--- src/rtl/sdram_output_layer.sv ---
// Output layer of the digit classifier: 200 hidden sums x 10 output weights read from SDRAM, argmax digit written back.
// Optional HIDDEN_RELU_EN clamps negative hidden values to zero before the MAC.
module sdram_output_layer #(
  parameter int unsigned HID_BASE = 158000,
  parameter int unsigned N_HID    = 200,
  parameter int unsigned WGT_BASE = 160000,
  parameter int unsigned N_OUT    = 10,
  parameter int unsigned RES_ADDR = 162000
) (
  input  logic        clk,
  input  logic        reset_n,
  input  logic        start_sig,
  output logic        done_sig,
  output logic        read_n,
  output logic        write_n,
  output logic        chipselect,
  input  logic        waitrequest,
  output logic [31:0] address,
  output logic [1:0]  byteenable,
  input  logic        readdatavalid,
  input  logic [15:0] readdata,
  output logic [15:0] writedata,
  output logic [3:0]  digit,
  output logic [3:0]  s
);

  localparam int unsigned CW   = $clog2(N_HID + 1);
  localparam int unsigned OW   = 4;
  localparam int unsigned AW   = 32;
  localparam int unsigned DW   = 16;
  localparam int unsigned PW   = 32;
  localparam int unsigned ACCW = 40;

  localparam logic [2:0] S_IDLE     = 3'd0;
  localparam logic [2:0] S_RD_HID   = 3'd1;
  localparam logic [2:0] S_WAIT_HID = 3'd2;
  localparam logic [2:0] S_RD_WGT   = 3'd3;
  localparam logic [2:0] S_WAIT_WGT = 3'd4;
  localparam logic [2:0] S_NEXT_OUT = 3'd5;
  localparam logic [2:0] S_WRITE    = 3'd6;
  localparam logic [2:0] S_DONE     = 3'd7;

  localparam logic [CW-1:0] C_N_HID  = CW'(N_HID);
  localparam logic [CW-1:0] C_LAST_I = CW'(N_HID - 1);
  localparam logic [OW-1:0] C_LAST_O = OW'(N_OUT - 1);

  logic [2:0]             r_state,    w_state_n;
  logic [CW-1:0]          r_issue,    w_issue_n;
  logic [CW-1:0]          r_resp,     w_resp_n;
  logic [OW-1:0]          r_o,        w_o_n;
  logic [AW-1:0]          r_addr,     w_addr_n;
  logic [AW-1:0]          r_wbase,    w_wbase_n;
  logic                   r_read_n,   w_read_n_n;
  logic                   r_write_n,  w_write_n_n;
  logic [DW-1:0]          r_wdata,    w_wdata_n;
  logic                   r_done,     w_done_n;
  logic [OW-1:0]          r_digit,    w_digit_n;
  logic signed [ACCW-1:0] r_acc,      w_acc_n;
  logic signed [ACCW-1:0] r_best,     w_best_n;
  logic [OW-1:0]          r_best_idx, w_best_idx_n;
  logic signed [PW-1:0]   r_prod,     w_prod_n;
  logic                   r_prod_v,   w_prod_v_n;
  logic                   r_cs;
  logic [1:0]             r_be;

  logic                   w_accept;
  logic                   w_rsp_ok;
  logic                   w_hid_we;
  logic [CW-1:0]          w_hid_idx;
  logic signed [DW-1:0]   w_hid_raw;
  logic signed [DW-1:0]   w_hid_f;
  logic signed [DW-1:0]   w_rdata;
  logic signed [PW-1:0]   w_prod;
  logic                   w_take;
  logic [OW-1:0]          w_win_idx;

  logic signed [DW-1:0]   r_hid_buf [N_HID];

  assign w_accept  = !r_read_n && !waitrequest;
  // Responses beyond the expected count (stray or late) never advance the counter.
  assign w_rsp_ok  = readdatavalid && (r_resp < C_N_HID);
  assign w_hid_idx = (r_resp < C_N_HID) ? r_resp : '0;
  assign w_hid_raw = r_hid_buf[w_hid_idx];
  assign w_rdata   = $signed(readdata);

`ifdef HIDDEN_RELU_EN
  assign w_hid_f = w_hid_raw[DW-1] ? '0 : w_hid_raw;
`else
  assign w_hid_f = w_hid_raw;
`endif

  assign w_prod    = PW'(w_hid_f) * PW'(w_rdata);
  // Output 0 always seeds best; later outputs need a strict win so ties keep the lower index.
  assign w_take    = (r_o == '0) || (r_acc > r_best);
  assign w_win_idx = w_take ? r_o : r_best_idx;

  // Hidden-value buffer, filled in response order.
  always_ff @(posedge clk) begin
    if (w_hid_we) begin
      r_hid_buf[w_hid_idx] <= w_rdata;
    end
  end

  // Next-state and next-register logic.
  always_comb begin
    w_state_n    = r_state;
    w_issue_n    = r_issue;
    w_resp_n     = r_resp;
    w_o_n        = r_o;
    w_addr_n     = r_addr;
    w_wbase_n    = r_wbase;
    w_read_n_n   = r_read_n;
    w_write_n_n  = r_write_n;
    w_wdata_n    = r_wdata;
    w_done_n     = r_done;
    w_digit_n    = r_digit;
    w_acc_n      = r_acc;
    w_best_n     = r_best;
    w_best_idx_n = r_best_idx;
    w_prod_n     = r_prod;
    w_prod_v_n   = 1'b0;
    w_hid_we     = 1'b0;

    if (r_prod_v) begin
      w_acc_n = r_acc + ACCW'(r_prod);
    end

    case (r_state)
      S_IDLE: begin
        w_issue_n    = '0;
        w_resp_n     = '0;
        w_o_n        = '0;
        w_acc_n      = '0;
        w_best_n     = '0;
        w_best_idx_n = '0;
        w_wbase_n    = AW'(WGT_BASE);
        w_read_n_n   = 1'b1;
        w_write_n_n  = 1'b1;
        if (start_sig) begin
          w_state_n  = S_RD_HID;
          w_read_n_n = 1'b0;
          w_addr_n   = AW'(HID_BASE);
        end
      end

      S_RD_HID: begin
        if (w_rsp_ok) begin
          w_hid_we = 1'b1;
          w_resp_n = r_resp + CW'(1);
        end
        if (w_accept) begin
          if (r_issue == C_LAST_I) begin
            w_read_n_n = 1'b1;
            w_state_n  = S_WAIT_HID;
          end else begin
            w_issue_n = r_issue + CW'(1);
            w_addr_n  = r_addr + AW'(1);
          end
        end
      end

      S_WAIT_HID: begin
        if (w_rsp_ok) begin
          w_hid_we = 1'b1;
          w_resp_n = r_resp + CW'(1);
        end
        if (r_resp == C_N_HID) begin
          w_state_n  = S_RD_WGT;
          w_resp_n   = '0;
          w_issue_n  = '0;
          w_read_n_n = 1'b0;
          w_addr_n   = AW'(WGT_BASE);
          w_wbase_n  = AW'(WGT_BASE);
        end
      end

      S_RD_WGT: begin
        if (w_rsp_ok) begin
          w_prod_n   = w_prod;
          w_prod_v_n = 1'b1;
          w_resp_n   = r_resp + CW'(1);
        end
        if (w_accept) begin
          if (r_issue == C_LAST_I) begin
            w_read_n_n = 1'b1;
            w_state_n  = S_WAIT_WGT;
          end else begin
            w_issue_n = r_issue + CW'(1);
            w_addr_n  = r_addr + AW'(1);
          end
        end
      end

      S_WAIT_WGT: begin
        if (w_rsp_ok) begin
          w_prod_n   = w_prod;
          w_prod_v_n = 1'b1;
          w_resp_n   = r_resp + CW'(1);
        end
        // Leave only once the last product has been folded into the accumulator.
        if ((r_resp == C_N_HID) && !r_prod_v) begin
          w_state_n = S_NEXT_OUT;
        end
      end

      S_NEXT_OUT: begin
        if (w_take) begin
          w_best_n = r_acc;
        end
        w_best_idx_n = w_win_idx;
        w_acc_n      = '0;
        w_resp_n     = '0;
        w_issue_n    = '0;
        if (r_o != C_LAST_O) begin
          w_o_n      = r_o + OW'(1);
          w_wbase_n  = r_wbase + AW'(N_HID);
          w_addr_n   = r_wbase + AW'(N_HID);
          w_read_n_n = 1'b0;
          w_state_n  = S_RD_WGT;
        end else begin
          w_write_n_n = 1'b0;
          w_addr_n    = AW'(RES_ADDR);
          w_wdata_n   = {12'd0, w_win_idx};
          w_state_n   = S_WRITE;
        end
      end

      S_WRITE: begin
        if (!r_write_n && !waitrequest) begin
          w_write_n_n = 1'b1;
          w_digit_n   = r_best_idx;
          w_done_n    = 1'b1;
          w_state_n   = S_DONE;
        end
      end

      S_DONE: begin
        if (!start_sig) begin
          w_done_n  = 1'b0;
          w_state_n = S_IDLE;
        end
      end

      default: begin
        w_state_n = S_IDLE;
      end
    endcase
  end

  // State and datapath registers.
  always_ff @(posedge clk) begin
    if (!reset_n) begin
      r_state    <= S_IDLE;
      r_issue    <= '0;
      r_resp     <= '0;
      r_o        <= '0;
      r_addr     <= '0;
      r_wbase    <= AW'(WGT_BASE);
      r_read_n   <= 1'b1;
      r_write_n  <= 1'b1;
      r_wdata    <= '0;
      r_done     <= 1'b0;
      r_digit    <= '0;
      r_acc      <= '0;
      r_best     <= '0;
      r_best_idx <= '0;
      r_prod     <= '0;
      r_prod_v   <= 1'b0;
      r_cs       <= 1'b1;
      r_be       <= 2'b11;
    end else begin
      r_state    <= w_state_n;
      r_issue    <= w_issue_n;
      r_resp     <= w_resp_n;
      r_o        <= w_o_n;
      r_addr     <= w_addr_n;
      r_wbase    <= w_wbase_n;
      r_read_n   <= w_read_n_n;
      r_write_n  <= w_write_n_n;
      r_wdata    <= w_wdata_n;
      r_done     <= w_done_n;
      r_digit    <= w_digit_n;
      r_acc      <= w_acc_n;
      r_best     <= w_best_n;
      r_best_idx <= w_best_idx_n;
      r_prod     <= w_prod_n;
      r_prod_v   <= w_prod_v_n;
      r_cs       <= 1'b1;
      r_be       <= 2'b11;
    end
  end

  assign done_sig   = r_done;
  assign read_n     = r_read_n;
  assign write_n    = r_write_n;
  assign chipselect = r_cs;
  assign address    = r_addr;
  assign byteenable = r_be;
  assign writedata  = r_wdata;
  assign digit      = r_digit;
  assign s          = {1'b0, r_state};

endmodule

--- config.mk ---
export PLATFORM = sky130hd
export DESIGN_NAME = sdram_output_layer
export DESIGN_NICKNAME = d
export VERILOG_FILES = /design/src/rtl/sdram_output_layer.sv
export SDC_FILE = /design/constraint.sdc
export NUM_CORES = 2
export LEC_CHECK = 0
export CORE_MARGIN = 10
export CORE_UTILIZATION = 35
export CTS_CLUSTER_SIZE = 30
export DETAILED_ROUTE_END_ITERATION = 8
export PLACE_DENSITY = 0.56
export SKIP_LAST_GASP = 1
export SLEW_MARGIN = 25
export SYNTH_ARGS = -nofsm -noshare
export SYNTH_HDL_FRONTEND = slang
export SYNTH_SLANG_ARGS = --single-unit
export TNS_END_PERCENT = 20
--- constraint.sdc ---
create_clock -name clk -period 8.78 [get_ports clk]
set_clock_uncertainty 0.15 [all_clocks]
set_input_delay 0.878 -clock clk [delete_from_list [all_inputs] [get_ports clk]]
set_output_delay 0.878 -clock clk [all_outputs]
set_load 0.02 [all_outputs]
======== Word level (Yosys, flattened, before mapping) ========
Memory sizes are Yosys's and may differ from the RTL's.
Index checks and enable logic that the tools add are counted.
operators by class
  muxes and demuxes ....................... 48
  reduce and logical (&&, ||, !) cells .... 37
  $lt $le $gt $ge ......................... 2
  $mul .................................... 1
  bitwise gates (word level) .............. 2
  divide/modulo/power cells ............... 0
  add/subtract/negate cells ............... 6
  shifts and indexed selects .............. 0
  equal/unequal tests ..................... 25
operators with widths
  operator                 count
  $mux W32                 6
  $pmux W32 S4             1
  $pmux W32 S3             1
  $pmux W40 S2             1
  $mux W8                  6
  $pmux W8 S3              2
  $add A40 B32 Y40         1
  $gt A40 B40 Y1           1
  $mux W40                 1
  $add A32 B1 Y32 const B  1
  $add A32 B8 Y32 const B  1
  $mul A16 B16 Y32         1
  $mux W3                  10
  $ne A2 B2 Y1 const B     13
  $pmux W3 S8              1
  $add A8 B1 Y8 const B    2
  $eq A8 B8 Y1 const B     2
  $pmux W4 S2              2
  $eq A3 B3 Y1 const B     4
  $mux W1                  12
  $reduce_and A2 Y1        6
  $reduce_bool A3 Y1       4
  $reduce_and A5 Y1        2
  $reduce_and A3 Y1        3
  other kinds (22)         37
word-level totals
  output and inout port bits .............. 62
  memory bits (read-only) ................. 0
  memories kept ........................... 1
  input port bits ......................... 21
  register bits ........................... 215
  RAM bits ................................ 3200
  bits in latches ......................... 0
  logic and storage cells ................. 138
memories
  memory     depth  width  read ports  clocked after memory_dff  write ports  line  RTL
  r_hid_buf  200    16     1           0                         1            77    logic signed [DW-1:0] r_hid_buf [N_HID];

======== Depth between registers and ports, before layout ========
  depth after elaboration ................. 6
  mapped depth ............................ 40
  gate-level depth less buffers ........... 33

======== Least setup slack after synthesis ========
Ideal clock, no wire load.
  path kind ............................... register to register
  start point ............................. register r_resp[3]
  end point ............................... register r_prod[29]
  arrival ................................. 8.462 ns
  setup slack ............................. 0.036 ns
  required time ........................... 8.498 ns
  stages on the path, launching flop included .. 34
  path buffers ............................ 5
  setup time .............................. 0.132 ns
  clock period less this slack ............ 8.744 ns
  path through ............................ dfxtp_1 buf_2 o311a_1 buf_2 buf_6 buf_2 o311ai_0 a31oi_1 nor4_1 a21oi_1 nor4_1 a211oi_1 clkbuf_1 nor3_1 inv_1 fa_1 inv_1 fa_1 fa_1 fa_1 fa_1 inv_1 fa_1 inv_1 ha_1 a21o_1 a211oi_1 o21ai_0 o21a_1 a41oi_1 a21oi_1 a41o_1 o21ai_0 a21oi_1
between the ends
  cells in the longest elaborated chain, start to end .. 4
  elaborated cells between the ends (all ways) .. 6
  those cells by class .................... mul (1); order compare (1); mux (1); reduce/logical (2); memory (1)
ends and longest elaborated chain
  item                      line    RTL
  start: declaration        49      logic [CW-1:0] r_resp, w_resp_n;
  start signal: assignment  274     r_resp <= w_resp_n;
  $lt A8 B8 Y1              81, 82
  $mux W8                   82      assign w_hid_idx = (r_resp < C_N_HID) ? r_resp : '0;
  $mem_v2 Z200 W16          --
  $mul A16 B16 Y32          92      assign w_prod = PW'(w_hid_f) * PW'(w_rdata);
  end signal: assignment    286     r_prod <= w_prod_n;
  end: declaration          61      logic signed [PW-1:0] r_prod, w_prod_n;
Parallel ways exist; a longest one is shown, timed or not.
A chain may end at the register's enable or synchronous reset.

======== Worst setup path after layout ========
  start point ............................. register r_resp[3]
  end point ............................... register r_prod[28]
Same word-level chain as after synthesis.

==> key figures <==
Min path
  – Worst hold path class: primary input to flip-flop

Logic synthesis
  – Cells after synthesis: 11.0k
  – Dominant cells by area after synthesis: edfxtp_1 (63%), mux2i_1 (4.5%), fa_1 (3.5%)
  – Compound-Gate Fraction of Synth Area: 11.3%
  – Yosys reg bits: 3412
  – Area share of the largest cell type after synthesis: 63.4%
  – Post-synthesis cell type count: 90
  – Synth Cell Area: 152000 um2
  – Synth Area per Inst: 13.8 um2
  – Synth area leader: edfxtp_1
  – Synth Area in XOR/XNOR: 0.728%
  – Multiplexer share of the synthesized area: 6.09%
  – Ys async rst share: 0%
  – Yosys warns: 0
  – Largest family of logic cells by synthesized area: compound AO/OA/AOI/OAI gates
  – Adder-cell share of the synthesized area: 4.87%
  – Most used DFF post-synth: edfxtp_1
  – EDFF count, synth: 3200
  – Simple-gate portion of the synthesized area: 7.75%
  – Seq/Total Area, Yosys: 66.2%

Route
  – DRT iter0 DRCs: 13.8k
  – Vias per inst: 5.81
  – DRC viols: 0
  – Via Count: 107k
  – Detail Route Antenna Nets: 0
  – WL final: 543000 um
  – Initial DRT Pass Iterations: 8
  – Wire per inst: 29.5 um

Place
  – Final HPWL DP: 355000 um
  – IO buf count: 66
  – Placed instance area: 171000 um2
  – Final RePlAce weighted congestion: 0.920
  – # placed instances: 17.6k

Floorplanning
  – Die height: 678 um
  – Io pins: 83
  – Core area: 431000 um2
  – DIE AREA: 460000 um2
  – Die width: 678 um
  – Site Rows: 241
  – Starting density of the core: 35.2%

GRT
  – Largest net degree at the start of global routing: 199
  – Initial antenna violation count: 37
  – First-pass GRT wire length: 770000 um
  – Gr usage total: 22.5%
  – Vias in the first global route: 105k
  – GRT overflow: 0

Finish
  – Area Growth Syn to Fin: 22.4%
  – Filler cell count: 38.8k
  – Nets@finish: 12.8k
  – Share of layout cells above drive strength 1: 21.5%
  – Layout Cells excl Fill: 18.4k
  – Most frequent cells in the layout: edfxtp_1 (3200), buf_4 (1439), a21oi_1 (782)
  – FF+latch area: 100000 um2
  – Commonest non-fill, non-tap cell in the layout: edfxtp_1
  – Multi-input gate area: 48600 um2
  – Finished Cell Area: 186000 um2

Setup path
  – CP Launch Type: flip-flop
  – Worst path required time: 9440 ps
  – Critical path's slowest cell: fa_1
  – Crit path top cell by count: fa_1
  – Setup CP Type: flip-flop to flip-flop
  – Highest cell delay on the worst timing path: 590 ps
  – Worst Path Arrival: 10140 ps
  – Critical path peak fanout: 17
  – Setup crit end kind: flip-flop

Pwr
  – Lkg Pwr: 0.0635 uW
  – Pwr/cell area: 395 nW/um2
  – Max VDD drop: 1.76 mV

Job
  – Max Cap Viol: 0

Clock tree
  – Hold_buf cts: 0
  – H-Tree Depth: 5
  – CTS tree: yes
  – Clock sinks: 3412
  – Clock Tree Root: clkbuf_16
  – CTS Buffer Depth: 4
  – Clock latency on the worst-skew pair: 1010 ps
  – CTS Buf Count: 366
  – Clk slew on worst S/H paths: 60 ps

Timing
  – Achievable Freq: 106 MHz
  – Max-slew headroom: 22.8%
  – RSZ-0062 raised after global routing: true
  – Fin crit period: 9480 ps
  – Final worst-path cycle share: 108%
  – TNS Setup: -6960 ps
  – Final Hold Viols: 0
  – Setup WS post-layout: -696 ps
  – Final setup vio count: 18
  – Worst slew pin tran: 1160 ps
  – Max Slew Vio Count: 0

Outcome
  – Failing checks: negative setup slack
  – Status: complete, but fails checks
[layer usage]
metal,vias to the layer above,global-route usage (%),share of wire (%)
met4,14,9.26,4.6
met1,54300,30.4,40
met3,1106,4.07,10
met5,-,0,0.020
met2,6063,35.7,46
li1,45300,-,-
[synth_stat cells, types with 168 or more instances]
master / instances
and3_1: 451
o221ai_1: 299
edfxtp_1: 3200
mux2i_1: 686
nand3_1: 168
nand2_1: 674
inv_1: 359
fa_1: 263
ha_1: 169
o21ai_0: 376
dfxtp_1: 212
clkbuf_1: 457
nor2_1: 764
a21oi_1: 797
buf_2: 207
[critical path, delay by kind of cell (launching register included)]
family / cells / cell delay (ps)
flip-flops: 1 / 370
buffers and inverters: 7 / 1010
adder cells (fa/ha/maj): 7 / 3240
AND/OR/NAND/NOR: 6 / 1370
AO/OA/AOI/OAI: 12 / 3150
[through the flow]
stage	utilization, %	hold slack [ps]	setup slack [ps]	total power (uW)
2_1_floorplan	-	274	35.7	40800
3_3_place_gp	39.6	294	-1410	55600
3_5_place_dp	39.7	304	-1450	55800
4_1_cts	42.9	43.1	-641	72400
5_1_grt	43.1	71.9	-873	78700
6_report	43.1	89.8	-696	73300
[path summary, 6_finish.rpt]
kind | start | to | slack (ps) | cells past startpoint
max reg2reg | r_resp[3]$_SDFFE_PN0P_ | r_prod[28]$_SDFFE_PN0P_ | -700 | 32
min reg2reg | r_prod[6]$_SDFFE_PN0P_ | r_prod[6]$_SDFFE_PN0P_ | 310 | 2
min | readdata[0] | r_hid_buf[97][0]$_DFFE_PP_ | 90 | 1
max | r_resp[3]$_SDFFE_PN0P_ | r_prod[28]$_SDFFE_PN0P_ | -700 | 32
[area by class of cell]
type / instances / share of cell area, %
Antenna cell: 18 / 0.0243
Clock buffer: 445 / 5.18
Clock inverter: 228 / 1.20
Inverter: 368 / 0.752
Multi-Input combinational cell: 6465 / 26.2
Sequential cell: 3412 / 54.1
Tap cell: 5710 / 3.85
Timing Repair Buffer: 1744 / 8.78
[sequential cells by signal, summed over array words and instances, names as in the netlist, 8 cells and up]
register	flops
r_best	40
address	32
r_acc	40
r_hid_buf	3200
r_issue	8
r_resp	8
r_wbase	29
r_prod	32
[cells by family after synthesis]
logic type | after synthesis
flip-flops | 3412
AO/OA/AOI/OAI | 2544
AND/OR/NAND/NOR | 2499
buffers and inverters | 1167
multiplexers | 848
adder cells (fa/ha/maj) | 432
XOR/XNOR | 126
other | 2
[power by group]
| part | internal [uW] | leakage, uW | switching (uW) | total, uW |
|---|---|---|---|---|
| Sequential | 17900 | 0.0305 | 94.1 | 18000 |
| Combinational | 19600 | 0.0273 | 20300 | 39900 |
| Clock | 8790 | 0.00576 | 6660 | 15500 |
| Total | 46300 | 0.0635 | 27000 | 73300 |
[what timing repair did]
item / in CTS / in global routing
endpoints found under the setup margin: 21 / 21
pin swaps: 70 / 58
gates resized for setup: 298 / 128
setup buffers: 53 / 20
gates cloned: 11 / 5
Note: power is estimated with default switching activity, not from simulation.
